--- src/rtl/pipe_ctrl.sv ---
// Pipeline sequencing controller: stall vector, flush and redirect PC,
// plus the latency counter for multi-cycle ex operations.
module pipe_ctrl #(
  parameter int MC_LAT = 4,
  parameter int CNT_W  = 6,
  parameter int ADDR_W = 32
) (
  input  logic              clk,
  input  logic              rst,
  input  logic              stallreq_id,
  input  logic              mc_start,
  input  logic              excp_i,
  input  logic [ADDR_W-1:0] excp_pc_i,
  output logic [5:0]        stall_o,
  output logic              flush_o,
  output logic [ADDR_W-1:0] new_pc_o,
  output logic              mc_busy_o,
  output logic              mc_finish_o,
  output logic [1:0]        state_o
);

  typedef enum logic [1:0] {
    RUN   = 2'd0,
    MC    = 2'd1,
    FLUSH = 2'd2
  } state_e;

  localparam logic [5:0] STALL_MC = 6'b000111;
  localparam logic [5:0] STALL_LU = 6'b000011;
  localparam logic [CNT_W-1:0] CNT_INIT = CNT_W'(MC_LAT - 2);

  state_e            state_q, state_d;
  logic [CNT_W-1:0]  cnt_q, cnt_d;
  logic [ADDR_W-1:0] pc_q, pc_d;
  logic [5:0]        stall_d;
  logic              fin_d;

  always_comb begin
    state_d = state_q;
    cnt_d   = cnt_q;
    pc_d    = pc_q;
    stall_d = '0;
    fin_d   = 1'b0;
    unique case (state_q)
      RUN: begin
        if (excp_i) begin
          pc_d    = excp_pc_i;
          state_d = FLUSH;
        end else if (mc_start) begin
          stall_d = STALL_MC;
          cnt_d   = CNT_INIT;
          state_d = MC;
        end else if (stallreq_id) begin
          stall_d = STALL_LU;
        end
      end
      MC: begin
        // an exception aborts the op: no finish pulse
        if (excp_i) begin
          pc_d    = excp_pc_i;
          cnt_d   = '0;
          state_d = FLUSH;
        end else if (cnt_q != '0) begin
          stall_d = STALL_MC;
          cnt_d   = cnt_q - 1'b1;
        end else begin
          fin_d   = 1'b1;
          state_d = RUN;
        end
      end
      FLUSH: begin
        state_d = RUN;
      end
      default: begin
        state_d = RUN;
      end
    endcase
  end

  always_ff @(posedge clk or negedge rst) begin
    if (!rst) begin
      state_q <= RUN;
      cnt_q   <= '0;
      pc_q    <= '0;
    end else begin
      state_q <= state_d;
      cnt_q   <= cnt_d;
      pc_q    <= pc_d;
    end
  end

  // gate the input-driven outputs so they stay quiet during reset
  assign stall_o     = rst ? stall_d : 6'b0;
  assign mc_finish_o = rst & fin_d;
  assign flush_o     = (state_q == FLUSH);
  assign mc_busy_o   = (state_q == MC);
  assign state_o     = state_q;
  assign new_pc_o    = pc_q;

endmodule

--- config.mk ---
export PLATFORM = sky130hd
export DESIGN_NAME = pipe_ctrl
export DESIGN_NICKNAME = d
export VERILOG_FILES = /design/src/rtl/pipe_ctrl.sv
export SDC_FILE = /design/constraint.sdc
export NUM_CORES = 1
export LEC_CHECK = 0
export CAP_MARGIN = 5
export CELL_PAD_IN_SITES_DETAIL_PLACEMENT = 0
export CELL_PAD_IN_SITES_GLOBAL_PLACEMENT = 1
export CORE_ASPECT_RATIO = 1.25
export CORE_MARGIN = 3
export CORE_UTILIZATION = 33
export DETAILED_ROUTE_END_ITERATION = 6
export GPL_TIMING_DRIVEN = 0
export PLACE_DENSITY_LB_ADDON = 0.1
export SKIP_CTS_REPAIR_TIMING = 1
export SLEW_MARGIN = 30
export SYNTH_ARGS = -nofsm -noshare
export SYNTH_HDL_FRONTEND = slang
export SYNTH_SLANG_ARGS = --single-unit
--- constraint.sdc ---
create_clock -name clk -period 2.85 [get_ports clk]
set_input_delay 0.57 -clock clk [delete_from_list [all_inputs] [get_ports clk]]
set_output_delay 0.57 -clock clk [all_outputs]
set_load 0.01 [all_outputs]
==> results.txt <==
Post-synth ARST share -> 1.00
Starting density of the core -> 0.352
Power Density -> 639 nW/um^2
CTS tree -> built
Crit-path max cell delay -> 0.47 ns
Vias -> 1,307
Peak VDD IR -> 0.000389 V
Net Sw Frac -> 0.265
Status -> finished with violations
Vias in the first global route -> 1,414
CP Cell Sequence -> inv_1, ha_1, or3b_4, nor3_4, a21oi_1, buf_4, clkdlybuf4s50_1
Die Ht -> 86.6 um
Clock insertion delay at the later pin of the skew report -> 0.29 ns
Post-Route Skew -> 0.00295 ns
Clk sinks -> 40
Final period utilization -> 1.02
Clock Path Buffers -> 2
Placed cell area -> 2580 sq um
Prevailing post-synth register cell -> dfrtp_1
Netlist Area Pre-Place -> 1710 sq um
Fin. Hold Viols -> 0
Gr usage total -> 0.138
Clk slew on worst S/H paths -> 0.08 ns
Crit end category -> output port
Non-Filler Instances -> 277
Storage cell area -> 1000 sq um
Detailed-route wire length per cell -> 14.6 um
Placed Cells -> 268
Die ar. -> 6100 sq um
Initial antenna violation count -> 0
Ratio of cells with drive above 1 in the final layout -> 0.253
Drt drc -> 0
Top-area cell type share of the netlist area -> 0.584
First-pass GRT wire length -> 6610 um
CP max-delay cell -> clkdlybuf4s50_1
Cell internal pwr -> 1.28 mW
Fillers -> 403
CTS H-tree depth -> 2
RSZ-0062 raised after global routing -> yes
Violations in the final reports -> negative setup slack
Max cap viols -> 0
Root buf cell -> clkbuf_8
Final WS setup -> -0.0663 ns
CP max FO -> 6
Nets -> 254
Routed Wire Length -> 4030 um
Avg Vias per Cell -> 4.72
Worst min path class -> in2async
Worst slew pin tran -> 0.531 ns
I/O pins -> 80
Seq cells post-synth -> 40
# port buffers -> 76
Synth area leaders -> dfrtp_1 (58%), mux2_2 (21%), buf_4 (1.8%), o21ai_0 (1.5%), nor2_1 (1.3%)
Min cycle time layout -> 2.92 ns
Multi-input gate area -> 663 sq um
Die Wd -> 70.4 um
Number of enable flip-flop cells after synthesis -> 0
Synthesis-to-layout area growth -> 59.3%
HPWL after detailed placement -> 3180 um
Total CTS buffers -> 5
Yosys cell types -> 33
Pins Over Slew Limit -> 0
Worst path arrival time -> 2.35 ns
Max Clk Rate -> 0.343 GHz
Most common cell after layout, fill and taps aside -> clkdlybuf4s50_1
Largest net degree at the start of global routing -> 23
Synth area leader -> dfrtp_1
Initial DRC count -> 36
Drt pass-1 iters -> 4
Synthesized instance count -> 129
Seq pwr share -> 0.413
Crit path max-delay family -> buffers and inverters
Clk pwr share -> 0.288
Site row count -> 28
Yosys warns -> 0
Final hold slack -> 0.252 ns
Relative slew slack -> 0.646
LEAKAGE -> 1.20 nW
Gate power share -> 0.300
Most frequent cells in the layout -> clkdlybuf4s50_1 (72), dfrtp_1 (40), mux2_2 (32)
Syn_area_per_cell -> 13.3 sq um
Final ANT Viol Nets -> 0
CP bufs+invs -> 3
Req. time, crit path -> 2.28 ns
Register area share after synthesis -> 0.584
Net Switching -> 0.463 mW
Placer congestion estimate -> 0.788
Core ar. -> 4870 sq um
Element type at the critical path start -> flip-flop
Cell area after layout -> 2730 sq um
Crit path kind -> reg2out
Remaining global-route overflow -> 0
ANT cells -> 0
# setup viols final -> 1
[kinds of logic after synthesis]
family                   after synthesis  synth area share
buffers and inverters                 12            0.0380
other                                  1           0.00219
adder cells (fa/ha/maj)                1           0.00730
AND/OR/NAND/NOR                       25            0.0884
AO/OA/AOI/OAI                         18            0.0694
multiplexers                          32             0.210
flip-flops                            40             0.584
[synth_stat cells, types with 2 or more instances]
cell and count:
inv_1 2, nor2_1 6, o21ai_0 5, dfrtp_1 40, buf_4 4, and3_1 2, mux2_2 32, and2b_1 2
buf_2 4, a21oi_1 4, clkbuf_1 2, and2_1 2, nor3_1 2, nor2b_1 3
[flip-flops by register name (all words and copies together), names as in the netlist]
register,cells
new_pc_o,32
state_o,2
cnt_q,6
[final cells by class]
| cell class | count | share of cell area |
|---|---|---|
| sequential | 40 | 0.367 |
| timing repair buffer | 78 | 0.293 |
| multi-input combinational | 79 | 0.243 |
| clock buffer | 7 | 0.0353 |
| tap | 60 | 0.0275 |
| buffer | 10 | 0.0211 |
| clock inverter | 1 | 0.0110 |
| inverter | 2 | 0.00275 |
[power groups by stage]
| stage | registers (mW) | logic, mW | clock network, mW |
|---|---|---|---|
| detailed placement | 0.730 | 0.510 | 0 |
| global placement | 0.724 | 0.494 | 0 |
| global route | 0.733 | 0.573 | 0.541 |
| CTS | 0.719 | 0.512 | 0.514 |
| floorplan | 0.753 | 0.209 | 0 |
| finish | 0.719 | 0.522 | 0.501 |
[worst paths after layout]
check	startpoint	endpoint	slack, ns	depth (start not counted)
max in group asynchronous	rst	new_pc_o[24]	2.11	2
min in group clk	new_pc_o[14]	new_pc_o[14]	0.51	1
hold reg to reg	new_pc_o[14]	new_pc_o[14]	0.51	1
setup / recovery	cnt_q[0]	stall_o[1]	-0.07	7
hold / removal	rst	new_pc_o[29]	0.25	1
setup reg to reg	cnt_q[0]	cnt_q[1]	1.06	6
[routing by layer]
metal,part of all wire,vias up,track usage
met3,0.088,4,0.0568
met4,0.0099,0,0.0505
met2,0.54,50,0.245
met1,0.36,631,0.147
met5,0,-,0
li1,-,622,-
[through the flow]
stage | total power [mW] | setup TNS [ns] | util | worst slack (ns)
after global routing | 1.85 | -0.216 | 0.560 | -0.216
after CTS | 1.74 | -0.631 | 0.555 | -0.222
after floorplan | 0.962 | 0 | - | 0.737
after global placement | 1.22 | -4.64 | 0.525 | -1.39
final | 1.74 | -0.0663 | 0.560 | -0.0663
after detailed placement | 1.24 | -0.0771 | 0.530 | -0.0771
(Power assumes the default switching activity.)
